$ cat src/rtl/pipe_latch.sv
// Generic pipeline stage latch: WIDTH-bit payload under valid/ready with flush
// and a saturating backpressure counter. Define PIPE_LATCH_SKID_EN for the two-entry skid build.
module pipe_latch #(
    parameter int WIDTH = 32,
    parameter int CNT_W = 16
) (
    input  logic             CLK,
    input  logic             nRST,
    input  logic             flush,
    input  logic             in_valid,
    output logic             in_ready,
    input  logic [WIDTH-1:0] in_data,
    output logic             out_valid,
    input  logic             out_ready,
    output logic [WIDTH-1:0] out_data,
    output logic [CNT_W-1:0] stall_cnt
);

`ifdef PIPE_LATCH_SKID_EN
    typedef enum logic [1:0] {
        ST_EMPTY = 2'd0,
        ST_FULL  = 2'd1,
        ST_SKID  = 2'd2
    } state_t;
`else
    typedef enum logic [1:0] {
        ST_EMPTY = 2'd0,
        ST_FULL  = 2'd1
    } state_t;
`endif

    state_t             state_r;
    state_t             state_s;
    logic [WIDTH-1:0]   main_r;
    logic [WIDTH-1:0]   main_s;
    logic               load_main_s;
    logic               in_xfer_s;
    logic               out_xfer_s;
    logic [CNT_W-1:0]   stall_cnt_r;

    assign out_valid  = (state_r != ST_EMPTY);
    assign out_data   = main_r;
    assign stall_cnt  = stall_cnt_r;
    assign in_xfer_s  = in_valid & in_ready;
    assign out_xfer_s = out_valid & out_ready;

`ifdef PIPE_LATCH_SKID_EN
    logic [WIDTH-1:0]   skid_r;
    logic               load_skid_s;
    logic               main_from_skid_s;

    // Ready depends on the state register alone, so no combinational path from out_ready.
    assign in_ready = (state_r != ST_SKID);
    assign main_s   = main_from_skid_s ? skid_r : in_data;

    // Next-state and payload load decode for the skid build
    always_comb begin
        state_s          = state_r;
        load_main_s      = 1'b0;
        load_skid_s      = 1'b0;
        main_from_skid_s = 1'b0;
        if (flush) begin
            state_s = ST_EMPTY;
        end else begin
            case (state_r)
                ST_EMPTY: begin
                    if (in_xfer_s) begin
                        state_s     = ST_FULL;
                        load_main_s = 1'b1;
                    end else begin
                        state_s = ST_EMPTY;
                    end
                end
                ST_FULL: begin
                    if (in_xfer_s && out_xfer_s) begin
                        load_main_s = 1'b1;
                    end else if (in_xfer_s) begin
                        state_s     = ST_SKID;
                        load_skid_s = 1'b1;
                    end else if (out_xfer_s) begin
                        state_s = ST_EMPTY;
                    end else begin
                        state_s = ST_FULL;
                    end
                end
                ST_SKID: begin
                    if (out_xfer_s) begin
                        state_s          = ST_FULL;
                        load_main_s      = 1'b1;
                        main_from_skid_s = 1'b1;
                    end else begin
                        state_s = ST_SKID;
                    end
                end
                default: state_s = ST_EMPTY;
            endcase
        end
    end

    // Skid register captures the entry accepted while the head is stalled
    always_ff @(posedge CLK or negedge nRST) begin
        if (!nRST) begin
            skid_r <= {WIDTH{1'b0}};
        end else if (load_skid_s) begin
            skid_r <= in_data;
        end else begin
            skid_r <= skid_r;
        end
    end
`else
    assign in_ready = !out_valid || out_ready;
    assign main_s   = in_data;

    // Next-state and head load decode for the single-register build
    always_comb begin
        state_s     = state_r;
        load_main_s = 1'b0;
        if (flush) begin
            state_s = ST_EMPTY;
        end else begin
            case (state_r)
                ST_EMPTY: begin
                    if (in_xfer_s) begin
                        state_s     = ST_FULL;
                        load_main_s = 1'b1;
                    end else begin
                        state_s = ST_EMPTY;
                    end
                end
                ST_FULL: begin
                    if (in_xfer_s) begin
                        load_main_s = 1'b1;
                    end else if (out_xfer_s) begin
                        state_s = ST_EMPTY;
                    end else begin
                        state_s = ST_FULL;
                    end
                end
                default: state_s = ST_EMPTY;
            endcase
        end
    end
`endif

    // State register; flush is folded into state_s, payloads keep stale data
    always_ff @(posedge CLK or negedge nRST) begin
        if (!nRST) begin
            state_r <= ST_EMPTY;
            main_r  <= {WIDTH{1'b0}};
        end else begin
            state_r <= state_s;
            main_r  <= load_main_s ? main_s : main_r;
        end
    end

    // Saturating count of cycles the head waits on downstream; flush does not clear it
    always_ff @(posedge CLK or negedge nRST) begin
        if (!nRST) begin
            stall_cnt_r <= {CNT_W{1'b0}};
        end else if (out_valid && !out_ready && (stall_cnt_r != {CNT_W{1'b1}})) begin
            stall_cnt_r <= stall_cnt_r + {{(CNT_W-1){1'b0}}, 1'b1};
        end else begin
            stall_cnt_r <= stall_cnt_r;
        end
    end

endmodule
$ cat config.mk
export PLATFORM = sky130hd
export DESIGN_NAME = pipe_latch
export DESIGN_NICKNAME = d
export VERILOG_FILES = /design/src/rtl/pipe_latch.sv
export SDC_FILE = /design/constraint.sdc
export NUM_CORES = 1
export LEC_CHECK = 0
export CAP_MARGIN = 5
export CORE_MARGIN = 8
export CORE_UTILIZATION = 25
export DETAILED_ROUTE_END_ITERATION = 10
export GPL_ROUTABILITY_DRIVEN = 0
export SYNTH_ARGS = -nofsm -noshare
export SYNTH_HDL_FRONTEND = slang
export SYNTH_SLANG_ARGS = --single-unit
$ cat constraint.sdc
create_clock -name CLK -period 4.5 [get_ports CLK]
set_clock_uncertainty 0.2 [all_clocks]
set_input_delay 0.45 -clock CLK [delete_from_list [all_inputs] [get_ports CLK]]
set_output_delay 0.45 -clock CLK [all_outputs]
set_load 0.005 [all_outputs]
==> run_results.csv <==
group,metric,value,unit
status,outcome,"finished, final reports clean",
layout,layout.nets,274,
floorplanning,start_util,25.5,%
power_and_ir_drop,ir_drop,0.182,mV
floorplanning,die_w,107,um
timing,post-route-period-util,58.9,%
floorplanning,core,0.00813,mm^2
detailed_routing,vias,1499,
critical_path,cpPeakStageDelay,0.49,ns
power_and_ir_drop,power,1.19,mW
global_route,antenna_found_initial,0,
clock_network,root_buffer,"clkbuf_8",
layout,area_growth,51.4,%
layout,drive_gt1_share,20.7,%
critical_path,critPathRequiredTime,3.85,ns
clock_network,cts_resized,0,
synth,syn_area,0.00208,mm^2
clock_network,holdBufCountCts,0,
detailed_routing,drc,0,
layout,fill_cells,811,
critical_path,worstSetupEndpointType,"output port",
synth,ys_types,34,
clock_network,clk_pin_slew,0.09,ns
detailed_routing,first_iter_violations,36,
synth,yosysTopAreaCellShare,59.0,%
detailed_routing,postRouteAntennaNets,0,
timing,setup_viol,0,
critical_path,cp_cell_sequence,"clkdlybuf4s50_1 > nor2b_1 > inv_1 > clkdlybuf4s50_1",
detailed_routing,via_per_inst,4.38,
place,hpwl,3.80,mm
timing,rsz0062_at_grt,"no",
place,place_area,0.00303,mm^2
synth,post_synth.cell_area_avg,14.1,um^2
critical_path,path_delay_family,"buffers and inverters",
timing,setup_ws,1.85,ns
global_route,grtUsageTotal,9.09,%
critical_path,startpoint,"out_ready",
critical_path,setup.worst_path.class,"input pin to output port",
synth,ys_seq_area_share,59.0,%
power_and_ir_drop,p_leak,1.32,nW
detailed_routing,wl_per_cell,15.3,um
place,post-place-ws,1.87,ns
synth,ys_ff_latch,49,
floorplanning,die_h,107,um
timing,hold_violations,0,
synth,syn-num-nets,185,
place,dp_cells,334,
synth,synthArstFlopShare,100,%
detailed_routing,drt_pass1_iterations,4,
detailed_routing,drt-total-wl,5.23,mm
timing,period_needed,2.65,ns
critical_path,path_buf_inv,3,
floorplanning,num_rows,33,
synth,syn_inst,147,
synth,synth_edf_count,0,
timing,maxSlewViolCount,0,
timing,fmax,0.377,GHz
worst_hold_path,min_path_type,"input pin to asynchronous set/reset pin",
timing,slew_headroom,26.6,%
clock_network,cts_made_buffers,5,
synth,ys_warn_count,0,
layout,final_area,0.00315,mm^2
global_route,grt_max_degree,50,
clock_network,postCtsSetupBuffers,0,
timing,tns,0,ns
clock_network,clkLatencyLatePin,0.30,ns
clock_network,cts_max_level,2,
clock_network,clock_path_buffers,2,
place,place.port_buffers,86,
clock_network,clock_sinks,49,
critical_path,reg2regPathDepth,4,
critical_path,cp-endpoint,"in_ready",
critical_path,rrSetupSlack,2.53,ns
flow_run,cap_violations,0,
critical_path,cp_slowest_cell,"clkdlybuf4s50_1",
layout,fin_cells,342,
floorplanning,io_pins,87,
critical_path,reg2reg_to,"out_data[20]",
global_route,grt_pass1_wl,8.37,mm
clock_network,cts_tree,"yes",
global_route,overflow,0,
critical_path,critical_path_depth,4,
layout,diodes,0,
critical_path,critical_path.max_fanout,7,
critical_path,timing.critical_path.mode_cell,"clkdlybuf4s50_1",
synth,synth_flop_cell,"dfrtp_1",
timing,worst_pin_slew,1.10,ns
critical_path,cp-start-kind,"input pin",
synth,synth_top_area_cell,"dfrtp_1",
floorplanning,die-area,0.0115,mm^2
power_and_ir_drop,powerDensity,378,mW/mm^2
critical_path,critPathArrivalTime,2.00,ns
global_route,first_global_vias,1580,
critical_path,reg2reg_from,"state_r[0]",
synth,netlist_top_cells_area,"dfrtp_1, mux2_2, xor2_1",
## cells in the final DEF, fill, tap and decap left out, drive strengths merged
master,instances
a211oi,1
a21oi,7
a41oi,1
and3,2
and4,1
and4b,1
buf,2
bufinv,1
clkbuf,7
clkdlybuf4s50,85
dfrtp,49
ha,1
inv,2
mux2,33
mux2i,1
nand2,5
nand3,1
nand4,8
nor2,6
nor2b,1
nor3,5
nor3b,3
nor4,1
nor4b,1
o21ai,2
xnor2,1
xor2,9
## stage by stage
stage	hold slack (ns)	util (%)
floorplan	-0.0456	-
global placement	0.272	37.2
detailed placement	0.281	37.2
CTS	0.206	38.7
global route	0.252	38.7
finish	0.151	38.7
## synthesized netlist by cell type, types with 2 or more instances
cell,count
a21oi_1,6
buf_6,3
dfrtp_1,49
inv_1,2
mux2_1,2
mux2_2,30
nand2_1,5
nand4_1,6
nand4_2,2
nor2_1,6
nor3_1,3
nor3b_1,2
o21ai_0,2
xor2_1,9
## worst min path at each step
stage	depth (start not counted)	to
floorplan	0	out_data[0]
global placement	1	out_data[21]
detailed placement	1	out_data[13]
CTS	1	out_data[30]
global route	1	out_data[22]
finish	1	out_data[30]
## cells by family (layout without fill, tap and decap cells)
logic type	after synthesis	after routing	synth area share (%)
xor gates and xnor gates	10	10	4.21
adders and majority gates	1	1	0.602
AOI/OAI and AO/OA	11	11	3.13
and+or+nand+nor	35	35	12.0
muxes	34	34	18.5
buffers and inverters	7	97	2.47
DFF	49	49	59.0
## registers in the layout, indices dropped and copies added (netlist names)
signal     count
out_data      32
stall_cnt     16
state_r        1
## report_power, final
| part | total, mW | switching, mW | internal, mW |
|---|---|---|---|
| combinational | 0.299 | 0.0932 | 0.206 |
| sequential | 0.568 | 0.0583 | 0.509 |
| clock | 0.323 | 0.142 | 0.181 |
| total | 1.19 | 0.293 | 0.896 |
## final cells by class
| cell class | instances | area (um^2) | area share (%) |
|---|---|---|---|
| sequential | 49 | 1230 | 39.0 |
| timing repair buffer | 87 | 863 | 27.4 |
| multi-input combinational | 91 | 801 | 25.5 |
| tap | 105 | 131 | 4.18 |
| clock buffer | 7 | 86.3 | 2.74 |
| clock inverter | 1 | 30.0 | 0.955 |
| inverter | 2 | 7.51 | 0.239 |
## layer usage
layer	share of wire (%)	track usage, %	routed length (um)
met1	44	10.5	2290
met2	49	15.3	2550
met3	6.8	3.42	354
met4	0.73	2.71	38
met5	0	0	0
(Power assumes the default switching activity.)
==> variant: new RTL, same flow settings <==
The option `PIPE_LATCH_SKID_EN` is turned on by a define.
--- a/src/rtl/pipe_latch.sv
+++ b/src/rtl/pipe_latch.sv
@@ -2,2 +2,4 @@
 // and a saturating backpressure counter. Define PIPE_LATCH_SKID_EN for the two-entry skid build.
+`define PIPE_LATCH_SKID_EN
+
 module pipe_latch #(
Function: changed (a bounded check fails within 4 cycles, from zero or initial values and one cycle with nRST low).
==> variant against the unedited design <==
Power rose by 80%. Die area rose by 67%. Hold slack got worse by 0.041 ns. Setup slack improved by 0.074 ns. Critical path depth rose by 1. Design area rose by 60%. Via count rose by 66%. Count of clock-buffer cells in the layout rose by 3. Synthesized area rose by 80%. Wire length rose by 66%. Sequential cell count rose by 33. Sequential share of layout area rose by 1.7 points. Critical path type is now in -> reg. Largest cell class unchanged. Highest routed layer unchanged.
==> variant: results (changes against the unedited design) <==
- The count of buffers added by post-CTS timing repair for setup came to 0 (unchanged).
- The number of unique standard cell types used by synthesis is 40 (+18%).
- The clock insertion delay at the later pin of the skew report is 0.34 ns (+0.04 ns).
- Clock tree synthesis selected as its root buffer the cell clkbuf_16.
- The min-delay analysis places its worst path in the category in -> async.
- The delay of the slowest cell on the worst path is 0.85 ns (+0.36 ns).
- The net switching component of the power is 549 uW (+87%).
- The count of cells resized by post-cts repair is 0 (unchanged).
- The flow ran to the end, and the final reports show no timing, DRC or antenna violations.
- The pin slew with the least headroom to its limit is 1.07 ns (-0.0311 ns).
- The detailed-route vias per instance is 4.54 (+3.7%).
- The deepest level of the CTS H-tree is 3 (+1).
- Counting instances in the post-synthesis netlist gives the leading cell types as dfrtp_1, mux2_2, mux2_1, nand2_1, nand3_1.
- The wire length of the first global-routing pass is 14800 um (+77%).
- The total nets after synthesis came to 308 (+66%).
- The via count of the first global-routing pass was 2766 (+75%).
- The initial antenna violation count was 0 (unchanged).
- The number of warnings printed during yosys synthesis is 0 (unchanged).
- The slowest stage of the critical path belongs to the cell o21bai_4.
- The clock buffer count from CTS is 9 (+4).
- The number of diodes is 0 (unchanged).
- The biggest fanout along the worst timing path came to 32 (+25).
- The CTS clock-pin slew for the worst setup and hold paths is 0.06 ns (-0.03 ns).
- The number of fillers in the final layout is 1424 (+76%).
- The number of search-and-repair iterations in the first detailed-routing pass came to 4 (unchanged).
- The detailed-route wire length came to 8680 um (+66%).
- The fraction of registers with async set/reset came to 100% (unchanged).
- The global-route usage over all layers is 9.51% (+0.42 points).
- The total number of nets in the final design is 396 (+45%).
- The largest net degree at the start of global routing is 83 (+66%).
- The initial detailed-routing violation count is 134 (+270%).
- By area the synthesized netlist is led by dfrtp_1, mux2_2, mux2_1.
- The static power due to leakage was 0.00207 uW (+57%).
- The ratio of cells with drive above 1 in the final layout is 23.4% (+2.7 points).
- The arrival time of data at the critical path endpoint is 2.60 ns (+0.60 ns).
- The highest ir drop seen on vdd is 0.150 mV (-17%).
- The deepest clock path buffer count is 2 (unchanged).
- The placed wire-length estimate after detailed placement came to 5820 um (+53%).
- The quantity of I/O buffers inserted on ports was 86 (unchanged).
- The cell family contributing the most delay on the critical path is compound AO/OA/AOI/OAI gates.
- The part of the Yosys area used for sequential elements was 54.7% (-4.3 points).
-- variant: cell count changes in the layout (fill, tap and decap cells not counted), moves of 4 or more --
cell,unedited run,this run
and2_1,0,4
clkbuf_16,0,9
clkbuf_8,6,0
clkinv_2,0,5
dfrtp_1,49,82
mux2_1,2,42
mux2_2,30,58
nand3_1,1,9
nand4_1,6,2
xor2_1,9,1
-- variant: final timing paths --
kind                                          start                       end  slack, ns  cells after the start
max                                       out_ready  out_data[15]$_DFFE_PN0P_       1.92                      5
min                                            nRST    skid_r[25]$_DFFE_PN0P_       0.11                      1
max reg2reg                  state_r[1]$_DFFE_PN0P_  out_data[15]$_DFFE_PN0P_       2.10                      4
min reg2reg                out_data[12]$_DFFE_PN0P_  out_data[12]$_DFFE_PN0P_       0.29                      1
max in group asynchronous                      nRST     skid_r[7]$_DFFE_PN0P_       3.33                      1
min in group CLK           out_data[12]$_DFFE_PN0P_  out_data[12]$_DFFE_PN0P_       0.29                      1
-- variant: metrics by stage --
| step | area [um^2] | setup WS (ns) | utilization [%] | std cells |
|---|---|---|---|---|
| 3_5_place_dp | 4780 | 1.51 | 32.8 | 531 |
| 6_report | 5040 | 1.92 | 34.6 | 547 |
| 2_1_floorplan | 3750 | 2.49 | - | 270 |
| 5_1_grt | 5040 | 1.78 | 34.6 | 547 |
| 3_3_place_gp | 4780 | 1.59 | 32.8 | 531 |
| 4_1_cts | 5040 | 1.88 | 34.6 | 547 |
-- variant: layout make-up --
cell class,instances,area share [%]
Clock buffer,10,4.54
Clock inverter,6,0.670
Inverter,3,0.223
Multi-Input combinational cell,175,32.2
Sequential cell,82,40.7
Tap cell,184,4.56
Timing Repair Buffer,87,17.2
-- variant: cells by family (layout without fill, tap and decap cells) --
family                   count (synthesis)  count (layout)  share of synthesized area, %
flip-flops                              82              82                          54.7
buffers and inverters                   13             106                          2.34
AND/OR/NAND/NOR                         49              49                          7.94
XOR/XNOR                                 4               4                         0.935
multiplexers                           101             101                          30.3
adder cells (fa/ha/maj)                  1               1                         0.334
AO/OA/AOI/OAI                           20              20                          3.40
-- variant: per-layer routing --
metal / vias to the layer above / wire length [um] / part of all wire, % / global-route usage, %
met2: 48 / 4230 / 49 / 15.4
met5: - / 0 / 0 / 0
li1: 1164 / - / - / -
met3: 13 / 341 / 3.9 / 2.47
met4: 0 / 227 / 2.6 / 5.66
met1: 1261 / 3880 / 45 / 11.1
-- variant: worst reg2reg max path, cell delays in order, from the launching register on --
cell and delay (ns):
dfrtp_1 0.46, mux2i_1 0.22, nor2_1 0.10, o21bai_4 0.85, mux2_2 0.44
-- variant: power groups by stage --
stage,combinational (uW),sequential [uW],clock [uW]
global placement,469,1020,0
detailed placement,482,1030,0
finish,471,1010,656
floorplan,207,1010,0
global route,518,1040,722
CTS,484,1020,690
